===== src/rtl/frame_sync_display_buffer.sv =====
// Shadow/active display-state bank: the game side fills and commits the shadow,
// and the active outputs are reloaded only on a VGA frame-start pulse.
module frame_sync_display_buffer #(
    parameter int NUM_OBS    = 10,
    parameter int X_W        = 10,
    parameter int Y_W        = 9,
    parameter int MODE_W     = 2,
    parameter int RST_X      = 700,
    parameter int RST_Y      = 500,
    parameter int RST_PLAYER = 240,
    parameter int CNT_W      = 8,
    parameter int IDX_W      = $clog2(NUM_OBS)
) (
    input  logic                     clk,
    input  logic                     rst,
    input  logic                     wr_en,
    input  logic [IDX_W-1:0]         wr_idx,
    input  logic [X_W-1:0]           wr_x_left,
    input  logic [X_W-1:0]           wr_x_right,
    input  logic [Y_W-1:0]           wr_y_up,
    input  logic [Y_W-1:0]           wr_y_down,
    input  logic                     hdr_en,
    input  logic [Y_W-1:0]           wr_player_y,
    input  logic [MODE_W-1:0]        wr_gamemode,
    input  logic                     commit,
    input  logic                     frame_start,
    output logic                     wr_ready,
    output logic                     pending,
    output logic [NUM_OBS*X_W-1:0]   obstacle_x_left,
    output logic [NUM_OBS*X_W-1:0]   obstacle_x_right,
    output logic [NUM_OBS*Y_W-1:0]   obstacle_y_up,
    output logic [NUM_OBS*Y_W-1:0]   obstacle_y_down,
    output logic [Y_W-1:0]           player_y,
    output logic [MODE_W-1:0]        gamemode,
    output logic                     swap_done,
    output logic [CNT_W-1:0]         repeat_cnt,
    output logic [CNT_W-1:0]         overrun_cnt
);

    localparam logic [X_W-1:0]   RST_X_L   = RST_X[X_W-1:0];
    localparam logic [Y_W-1:0]   RST_Y_L   = RST_Y[Y_W-1:0];
    localparam logic [Y_W-1:0]   RST_P_L   = RST_PLAYER[Y_W-1:0];
    localparam logic [IDX_W:0]   NUM_OBS_L = NUM_OBS[IDX_W:0];
    localparam logic [CNT_W-1:0] CNT_MAX   = {CNT_W{1'b1}};

    typedef enum logic {
        OPEN   = 1'b0,
        LOCKED = 1'b1
    } state_t;

    state_t state_q, state_d;

    logic [X_W-1:0]    sh_xl [NUM_OBS];
    logic [X_W-1:0]    sh_xr [NUM_OBS];
    logic [Y_W-1:0]    sh_yu [NUM_OBS];
    logic [Y_W-1:0]    sh_yd [NUM_OBS];
    logic [Y_W-1:0]    sh_py;
    logic [MODE_W-1:0] sh_gm;

    logic idx_ok;
    logic wr_hit;
    logic hdr_hit;
    logic do_swap;
    logic do_repeat;
    logic do_overrun;

    assign idx_ok   = ({1'b0, wr_idx} < NUM_OBS_L);
    assign pending  = (state_q == LOCKED);
    assign wr_ready = (state_q == OPEN);

    always_comb begin
        state_d    = state_q;
        wr_hit     = 1'b0;
        hdr_hit    = 1'b0;
        do_swap    = 1'b0;
        do_repeat  = 1'b0;
        do_overrun = 1'b0;
        unique case (state_q)
            OPEN: begin
                wr_hit    = wr_en && idx_ok;
                hdr_hit   = hdr_en;
                do_repeat = frame_start;
                if (commit) state_d = LOCKED;
            end
            LOCKED: begin
                // a write and a commit in one cycle count as one overrun
                do_overrun = wr_en || hdr_en || commit;
                if (frame_start) begin
                    do_swap = 1'b1;
                    state_d = OPEN;
                end
            end
            default: state_d = OPEN;
        endcase
    end

    always_ff @(posedge clk) begin
        if (rst) state_q <= OPEN;
        else     state_q <= state_d;
    end

    always_ff @(posedge clk) begin
        if (rst) begin
            for (int i = 0; i < NUM_OBS; i++) begin
                sh_xl[i] <= RST_X_L;
                sh_xr[i] <= RST_X_L;
                sh_yu[i] <= RST_Y_L;
                sh_yd[i] <= RST_Y_L;
            end
            sh_py <= RST_P_L;
            sh_gm <= '0;
        end else begin
            if (wr_hit) begin
                sh_xl[wr_idx] <= wr_x_left;
                sh_xr[wr_idx] <= wr_x_right;
                sh_yu[wr_idx] <= wr_y_up;
                sh_yd[wr_idx] <= wr_y_down;
            end
            if (hdr_hit) begin
                sh_py <= wr_player_y;
                sh_gm <= wr_gamemode;
            end
        end
    end

    always_ff @(posedge clk) begin
        if (rst) begin
            for (int i = 0; i < NUM_OBS; i++) begin
                obstacle_x_left[i*X_W +: X_W]  <= RST_X_L;
                obstacle_x_right[i*X_W +: X_W] <= RST_X_L;
                obstacle_y_up[i*Y_W +: Y_W]    <= RST_Y_L;
                obstacle_y_down[i*Y_W +: Y_W]  <= RST_Y_L;
            end
            player_y  <= RST_P_L;
            gamemode  <= '0;
            swap_done <= 1'b0;
        end else begin
            swap_done <= do_swap;
            if (do_swap) begin
                for (int i = 0; i < NUM_OBS; i++) begin
                    obstacle_x_left[i*X_W +: X_W]  <= sh_xl[i];
                    obstacle_x_right[i*X_W +: X_W] <= sh_xr[i];
                    obstacle_y_up[i*Y_W +: Y_W]    <= sh_yu[i];
                    obstacle_y_down[i*Y_W +: Y_W]  <= sh_yd[i];
                end
                player_y <= sh_py;
                gamemode <= sh_gm;
            end
        end
    end

    always_ff @(posedge clk) begin
        if (rst) begin
            repeat_cnt  <= '0;
            overrun_cnt <= '0;
        end else begin
            if (do_repeat && repeat_cnt != CNT_MAX)
                repeat_cnt <= repeat_cnt + 1'b1;
            if (do_overrun && overrun_cnt != CNT_MAX)
                overrun_cnt <= overrun_cnt + 1'b1;
        end
    end

endmodule


===== config.mk =====
export PLATFORM = sky130hd
export DESIGN_NAME = frame_sync_display_buffer
export DESIGN_NICKNAME = d
export VERILOG_FILES = /design/src/rtl/frame_sync_display_buffer.sv
export SDC_FILE = /design/constraint.sdc
export NUM_CORES = 1
export LEC_CHECK = 0
export ABC_AREA = 1
export CORE_MARGIN = 8
export CORE_UTILIZATION = 44
export CTS_BUF_LIST = sky130_fd_sc_hd__clkbuf_2
export CTS_CLUSTER_SIZE = 24
export DETAILED_ROUTE_END_ITERATION = 10
export PLACE_DENSITY = 0.75
export SYNTH_ARGS = -nofsm -noshare
export SYNTH_HDL_FRONTEND = slang
export SYNTH_SLANG_ARGS = --single-unit

===== constraint.sdc =====
create_clock -name clk -period 4.25 [get_ports clk]
set_input_delay 1.0625 -clock clk [delete_from_list [all_inputs] [get_ports clk]]
set_output_delay 1.0625 -clock clk [all_outputs]
set_load 0.02 [all_outputs]

# Yosys cells after proc, flatten, opt, wreduce, memory -nomap -nowiden
# Memory sizes are Yosys's and may differ from the RTL's. A register that Yosys moved wholly into a read port is not among the register bits.
# Cells that the tools add are included.
dict set report word_totals {
  reg_bits 40
  ram_bits 380
  input_bits 59
  output_inout_bits 410
  elab_cells 53
  n_memories 4
}
dict set report op_classes {
  add_sub_neg 2
  order_cmp 1
  eq_ne 2
  mux 26
  bitwise 1
  reduce_logical 9
}
# name depth width rd rd_clocked_by_memory_dff wr line_no
set memory_table {}
lappend memory_table {sh_xl 10 10 10 10 10 53} ;# logic [X_W-1:0] sh_xl [NUM_OBS];
lappend memory_table {sh_xr 10 10 10 10 10 54} ;# logic [X_W-1:0] sh_xr [NUM_OBS];
lappend memory_table {sh_yd 10 9 10 10 10 56} ;# logic [Y_W-1:0] sh_yd [NUM_OBS];
lappend memory_table {sh_yu 10 9 10 10 10 55} ;# logic [Y_W-1:0] sh_yu [NUM_OBS];
# cell count
set op_table {}
lappend op_table {{$mux W10} 2}
lappend op_table {{$reduce_or A10 Y1} 2}
lappend op_table {{$mux W9} 2}
lappend op_table {{$reduce_or A9 Y1} 2}
lappend op_table {{$mux W1} 17}
lappend op_table {{$add A8 B1 Y8 const B} 2}
lappend op_table {{$mux W4} 4}
lappend op_table {{$ne A8 B8 Y1 const B} 2}
lappend op_table {{$lt A4 B4 Y1 const B} 1}
lappend op_table {{$logic_and A1 B1 Y1} 3}
lappend op_table {{$logic_or A1 B1 Y1} 2}
lappend op_table {{$pmux W1 S2} 1}
lappend op_table {{$not A1 Y1} 1}

# Logic depth before layout (Yosys ltp)
# Gate-level depths: netlist of the first run.
dict set report depth {
  depth_word 8
  ltp_mapped 10
  mapped_depth_nobuf 8
}

# Worst setup path after synthesis of the first run
# OpenSTA, ideal clock, no wires.
dict set report synth_path {
  path_kind {input port to flip-flop}
  startpoint {in wr_idx[3]}
  endpoint {mem sh_xl[9][0] (enable)}
  setup_ns 0.446
  arrival_ns 3.416
  required_time_ns 3.804
  setup_slack_ns 0.388
  path_stages 4
  path_buffers 0
  path_cell_list {inv_1 nor2_1 nand3_1 a21oi_1}
}
# item line_no
set synth_lines {}
lappend synth_lines {{from (decl)} 17} ;# input logic [IDX_W-1:0] wr_idx,
lappend synth_lines {{to (decl)} 53}

# Final worst setup path of the first run
dict set report layout_path {
  startpoint {reg obstacle_x_right[25] (read register of sh_xr)}
  endpoint {out obstacle_x_right[25]}
}
# item line_no
set layout_lines {}
lappend layout_lines {{from (decl)} 30} ;# output logic [NUM_OBS*X_W-1:0] obstacle_x_right,
# No word-level cell between the ends.

==> flow_metrics.py, run 1 <==
metrics = {
    "placement": {
        "dp_cells": 3143,
        "place.gp.congestion": 0.845,
        "dpl-instance-area_um2": 32400,
        "dp_hpwl_mm": 53.7,
        "preCtsSetupSlack_ns": 0.448,
        "port_buffers": 468,
    },
    "cts": {
        "cts-root-buf": "clkbuf_2",
        "cts.sinks": 800,
        "clk_latency_ns": 1.34,
        "holdBufCountCts": 0,
        "cts_buffers": 190,
        "h-tree-depth": 4,
        "cts_resized": 0,
        "clockBufferDepth": 3,
        "path_clk_slew_ns": 0.12,
        "post_cts_buffers": 0,
        "cts_tree": "yes",
    },
    "routing": {
        "drt.antenna.violating_nets": 0,
        "num_vias": 19100,
        "drtIter0Drc": 1704,
        "routed_wl_mm": 82.2,
        "wl_per_cell_um": 23.5,
        "avgViaCountPerCell": 5.46,
        "drc_errors": 0,
        "firstDrtPassIters": 5,
    },
    "sta": {
        "tns_ns": 0,
        "worst_pin_slew_ns": 1.06,
        "fin_worst_skew_ns": 0.0890,
        "setup_ws_ns": 0.751,
        "finalCritPeriodShare": 0.823,
        "drv_slew": 0,
        "hold_violations": 0,
        "relSlewSlack": 0.293,
        "rsz0062_at_grt": "false",
        "fin_crit_ns": 3.50,
        "setup_viol": 0,
        "max_freq_ghz": 0.286,
    },
    "synth": {
        "yosysUniqueCellTypes": 30,
        "async_flop_share": 0,
        "synth_warnings": 0,
        "avgSynthCellArea_um2": 13.5,
        "synth-edff-count": 380,
        "synth_cells": 1976,
        "ys.flop_type": "dfxtp_1",
        "synth_nets": 2037,
        "syn-cell-area_um2": 26800,
        "ys_ff_latch": 800,
        "seq_area_frac_synth": 0.741,
    },
    "critical_path": {
        "worst-path-buf-inv": 1,
        "worstPathRequired_ns": 3.19,
        "end_kind": "output pin",
        "critPathTopFamily": "buffers and inverters",
        "crit_path_max_fanout": 2,
        "crit_path_top_delay_cell": "clkdlybuf4s50_1",
        "r2r_cells": 5,
        "path_class": "register to output pin",
        "crit_cells": 1,
        "start_kind": "register",
        "max_stage_delay_ns": 0.75,
        "arrival_ns": 2.44,
        "path_cells": "clkdlybuf4s50_1",
    },
    "floorplanning": {
        "pin_count": 469,
        "num_rows": 90,
        "dieArea_um2": 68900,
        "core-area_um2": 60200,
        "die_x_um": 263,
        "start_util": 0.444,
        "die_h_um": 263,
    },
    "min_path": {
        "holdPathStages": 3,
        "hp-class": "input port to register",
    },
    "grt": {
        "grt-ovfl-total": 0,
        "grt_pass1_wl_mm": 122,
        "grt_max_degree": 203,
        "grt_use_total": 0.231,
        "grt_pass1_vias": 19600,
        "antenna_found_initial": 3,
    },
    "power_and_ir_drop": {
        "ir_drop_mv": 0.264,
        "p_per_area_nw_per_um2": 414,
        "p_leak_nw": 11.7,
    },
    "finish": {
        "drive_gt1_frac": 0.157,
        "fillers": 4884,
        "area_growth_pct": 28.0,
        "layout_common_cells": "clkdlybuf4s50_1, dfxtp_1, edfxtp_1",
        "nets": 2614,
        "stdcell_count": 3503,
        "design_area_um2": 34300,
        "final_common_cell": "clkdlybuf4s50_1",
    },
    "job": {
        "max-cap-violations": 0,
    },
    "run_status": {
        "status": "finished, final reports clean",
    },
}
==> routing by layer <==
metal	share of wire	GRT usage	vias to the layer above
li1	-	-	8516
met1	0.38	0.273	9455
met2	0.49	0.384	1011
met3	0.11	0.0864	134
met4	0.025	0.0809	0
met5	0	0	-
==> per-stage QoR <==
step	power (mW)	utilization	hold WS (ns)
after floorplan	8.80	-	0.425
after global placement	9.19	0.538	0.434
after detailed placement	9.21	0.538	0.448
after CTS	14.3	0.568	0.134
after global routing	14.8	0.569	0.215
final	14.2	0.569	0.333
==> path summary, 6_finish.rpt <==
path                             start                   end  slack [ns]
hold reg to reg            sh_xr[1][4]  obstacle_x_right[14]        0.42
setup reg to reg               pending           sh_xr[0][7]        1.83
setup / recovery  obstacle_x_right[25]  obstacle_x_right[25]        0.75
hold / removal          wr_player_y[6]              sh_py[6]        0.33
==> synthesized netlist by cell type, types with 5 or more instances <==
master	count	area, um^2
buf_1	15	56.3
buf_4	8	60.1
nand3_1	159	796
o22a_1	240	2100
nor2_1	164	616
inv_1	75	282
nor2_2	24	150
inv_2	5	18.8
a21oi_1	22	110
dfxtp_1	420	8410
nand3_2	5	50.1
clkbuf_1	39	146
o21ai_0	19	95.1
a22o_1	140	1230
buf_2	74	370
nand2_1	157	589
edfxtp_1	380	11400
==> sequential cells by signal, indices dropped and copies added (netlist names), 2 cells and up <==
register          count
sh_xr               100
player_y              9
sh_gm                 2
obstacle_x_left     100
gamemode              2
obstacle_x_right    100
sh_py                 9
sh_xl               100
sh_yu                90
overrun_cnt           8
obstacle_y_down      90
obstacle_y_up        90
sh_yd                90
repeat_cnt            8
==> worst min-delay path, delay by kind of cell <==
kind	cells	cell delay [ns]
buffers and inverters	1	0.40
AOI/OAI and AO/OA	1	0.08
and+or+nand+nor	1	0.06
==> power breakdown <==
part           total, mW  internal, mW  switching, mW
clock network       5.15          2.08           3.07
logic              0.783         0.255          0.528
registers           8.26          8.18         0.0726
total               14.2          10.5           3.67
==> logic make-up (layout without fill, tap and decap cells) <==
logic type | Yosys count | in the layout | synth area share
AND/OR/NAND/NOR | 519 | 519 | 0.0855
other | 0 | 3 | 0
adder cells (fa/ha/maj) | 2 | 2 | 0.000935
buffers and inverters | 221 | 963 | 0.0368
XOR/XNOR | 6 | 6 | 0.00196
AO/OA/AOI/OAI | 428 | 428 | 0.134
flip-flops | 800 | 800 | 0.741
==> final cells by class <==
| cell class | instances | area (um^2) | area share |
|---|---|---|---|
| multi-input cells | 955 | 6020 | 0.176 |
| inverters | 81 | 317 | 0.00924 |
| diodes | 3 | 7.51 | 0.000219 |
| flip-flops and latches | 800 | 19800 | 0.579 |
| clock buffers | 289 | 1450 | 0.0422 |
| repair buffers | 525 | 5260 | 0.154 |
| well taps | 782 | 978 | 0.0286 |
| clock inverters | 68 | 403 | 0.0118 |
Note: power is estimated with default switching activity, not from simulation.
==> run 2, diff against run 1 <==
Clock period 4.25 ns to 3.6 ns, I/O delays scaled along.
==> flow_metrics.py, run 2 (synthesis results as in run 1) <==
metrics = {
    "run_status": {
        "status": "finished, final reports clean",
    },
    "power_and_ir_drop": {
        "total_power_mw": 17.0,
        "p_per_area_nw_per_um2": 491,
        "p_leak_nw": 11.9,
        "ir_drop_mv": 0.294,
    },
    "grt": {
        "grt_use_total": 0.235,
        "grt_max_degree": 146,
        "grt-ovfl-total": 0,
        "antenna_found_initial": 2,
        "grt_pass1_wl_mm": 124,
        "grt_pass1_vias": 19700,
    },
    "placement": {
        "place.gp.congestion": 0.821,
        "port_buffers": 468,
        "dp_hpwl_mm": 54.9,
    },
    "cts": {
        "cts_tree": "yes",
        "cts.sinks": 800,
        "path_clk_slew_ns": 0.11,
        "cts_resized": 0,
        "post_cts_buffers": 0,
        "cts-root-buf": "clkbuf_2",
        "clk_latency_ns": 1.36,
        "h-tree-depth": 4,
        "clockBufferDepth": 3,
        "holdBufCountCts": 3,
        "cts_buffers": 189,
    },
    "routing": {
        "firstDrtPassIters": 5,
        "num_vias": 19400,
        "avgViaCountPerCell": 5.50,
        "routed_wl_mm": 83.5,
        "wl_per_cell_um": 23.7,
        "drt.antenna.violating_nets": 0,
        "drtIter0Drc": 1819,
        "drc_errors": 0,
    },
    "finish": {
        "post-route-util": 0.573,
        "layout_common_cells": "clkdlybuf4s50_1, dfxtp_1, edfxtp_1",
        "fillers": 4788,
        "nets": 2637,
        "drive_gt1_frac": 0.168,
        "final_common_cell": "clkdlybuf4s50_1",
        "area_growth_pct": 29.1,
    },
    "sta": {
        "relSlewSlack": 0.375,
        "finalCritPeriodShare": 0.939,
        "fin_worst_skew_ns": 0.105,
        "fin_crit_ns": 3.38,
        "worst_pin_slew_ns": 0.936,
        "drv_slew": 0,
        "setup_viol": 0,
        "hold_violations": 0,
        "rsz0062_at_grt": "false",
        "max_freq_ghz": 0.296,
    },
    "floorplanning": {
        "start_util": 0.444,
        "pin_count": 469,
        "die_h_um": 263,
        "core-area_um2": 60200,
        "die_x_um": 263,
        "num_rows": 90,
        "dieArea_um2": 68900,
    },
    "critical_path": {
        "path_cells": "clkdlybuf4s50_1",
        "max_stage_delay_ns": 0.67,
        "worst-path-buf-inv": 1,
        "path_class": "register to output pin",
        "start_kind": "register",
        "crit_path_top_delay_cell": "clkdlybuf4s50_1",
        "end_kind": "output pin",
        "critPathTopFamily": "buffers and inverters",
        "crit_path_max_fanout": 2,
        "startpoint": "obstacle_x_right[35]",
        "r2r_start": "pending",
        "worstPathRequired_ns": 2.70,
        "arrival_ns": 2.48,
    },
    "job": {
        "max-cap-violations": 0,
    },
    "min_path": {
        "hold_start": "wr_player_y[4]",
        "hp-class": "input port to register",
    },
}
[run 2: cell types whose count changed in the layout (fill, tap and decap cells not counted), moves of 2 or more]
| cell | change |
|---|---|
| clkbuf_2 | +12 |
| clkinv_1 | -13 |
| inv_8 | +2 |
| buf_12 | +3 |
| buf_4 | +18 |
| dlygate4sd3_1 | +3 |
[run 2: power breakdown]
part | switching [mW] | leakage, nW | internal (mW)
logic | 0.629 | 3.81 | 0.317
registers | 0.0900 | 6.60 | 9.66
clock network | 3.65 | 1.44 | 2.61
[run 2: routing by layer]
layer,vias to the layer above,share of wire,GRT usage
met1,9560,0.39,0.288
met3,145,0.11,0.0771
li1,8567,-,-
met4,0,0.024,0.0842
met5,-,0,0
met2,1128,0.48,0.386
[run 2: worst paths after layout]
kind	end	cells after the start	slack [ns]
min reg2reg	obstacle_x_right[33]	1	0.43
min	sh_py[4]	3	0.26
max	obstacle_x_right[35]	1	0.22
max reg2reg	sh_xr[3][7]	5	1.12
[run 2: final cells by class]
type	instances	area, um^2	share of cell area
multi-input combinational	955	6020	0.174
clock buffer	301	1510	0.0436
antenna	4	10.0	0.000290
inverter	81	317	0.00917
timing repair buffer	549	5490	0.159
tap	782	978	0.0283
clock inverter	57	399	0.0116
sequential	800	19800	0.574
[run 2: metrics by stage]
stage	cell area (um^2)	setup TNS, ns	hold slack (ns)	worst slack, ns	cells
detailed placement	32600	0	0.446	0.0227	3164
CTS	34500	0	0.0202	0.00847	3525
global route	34500	0	0.0987	0.0222	3526
finish	34500	0	0.258	0.220	3529
floorplan	26800	0	0.425	0.550	1976
global placement	32600	-0.0413	0.433	-0.0112	3164
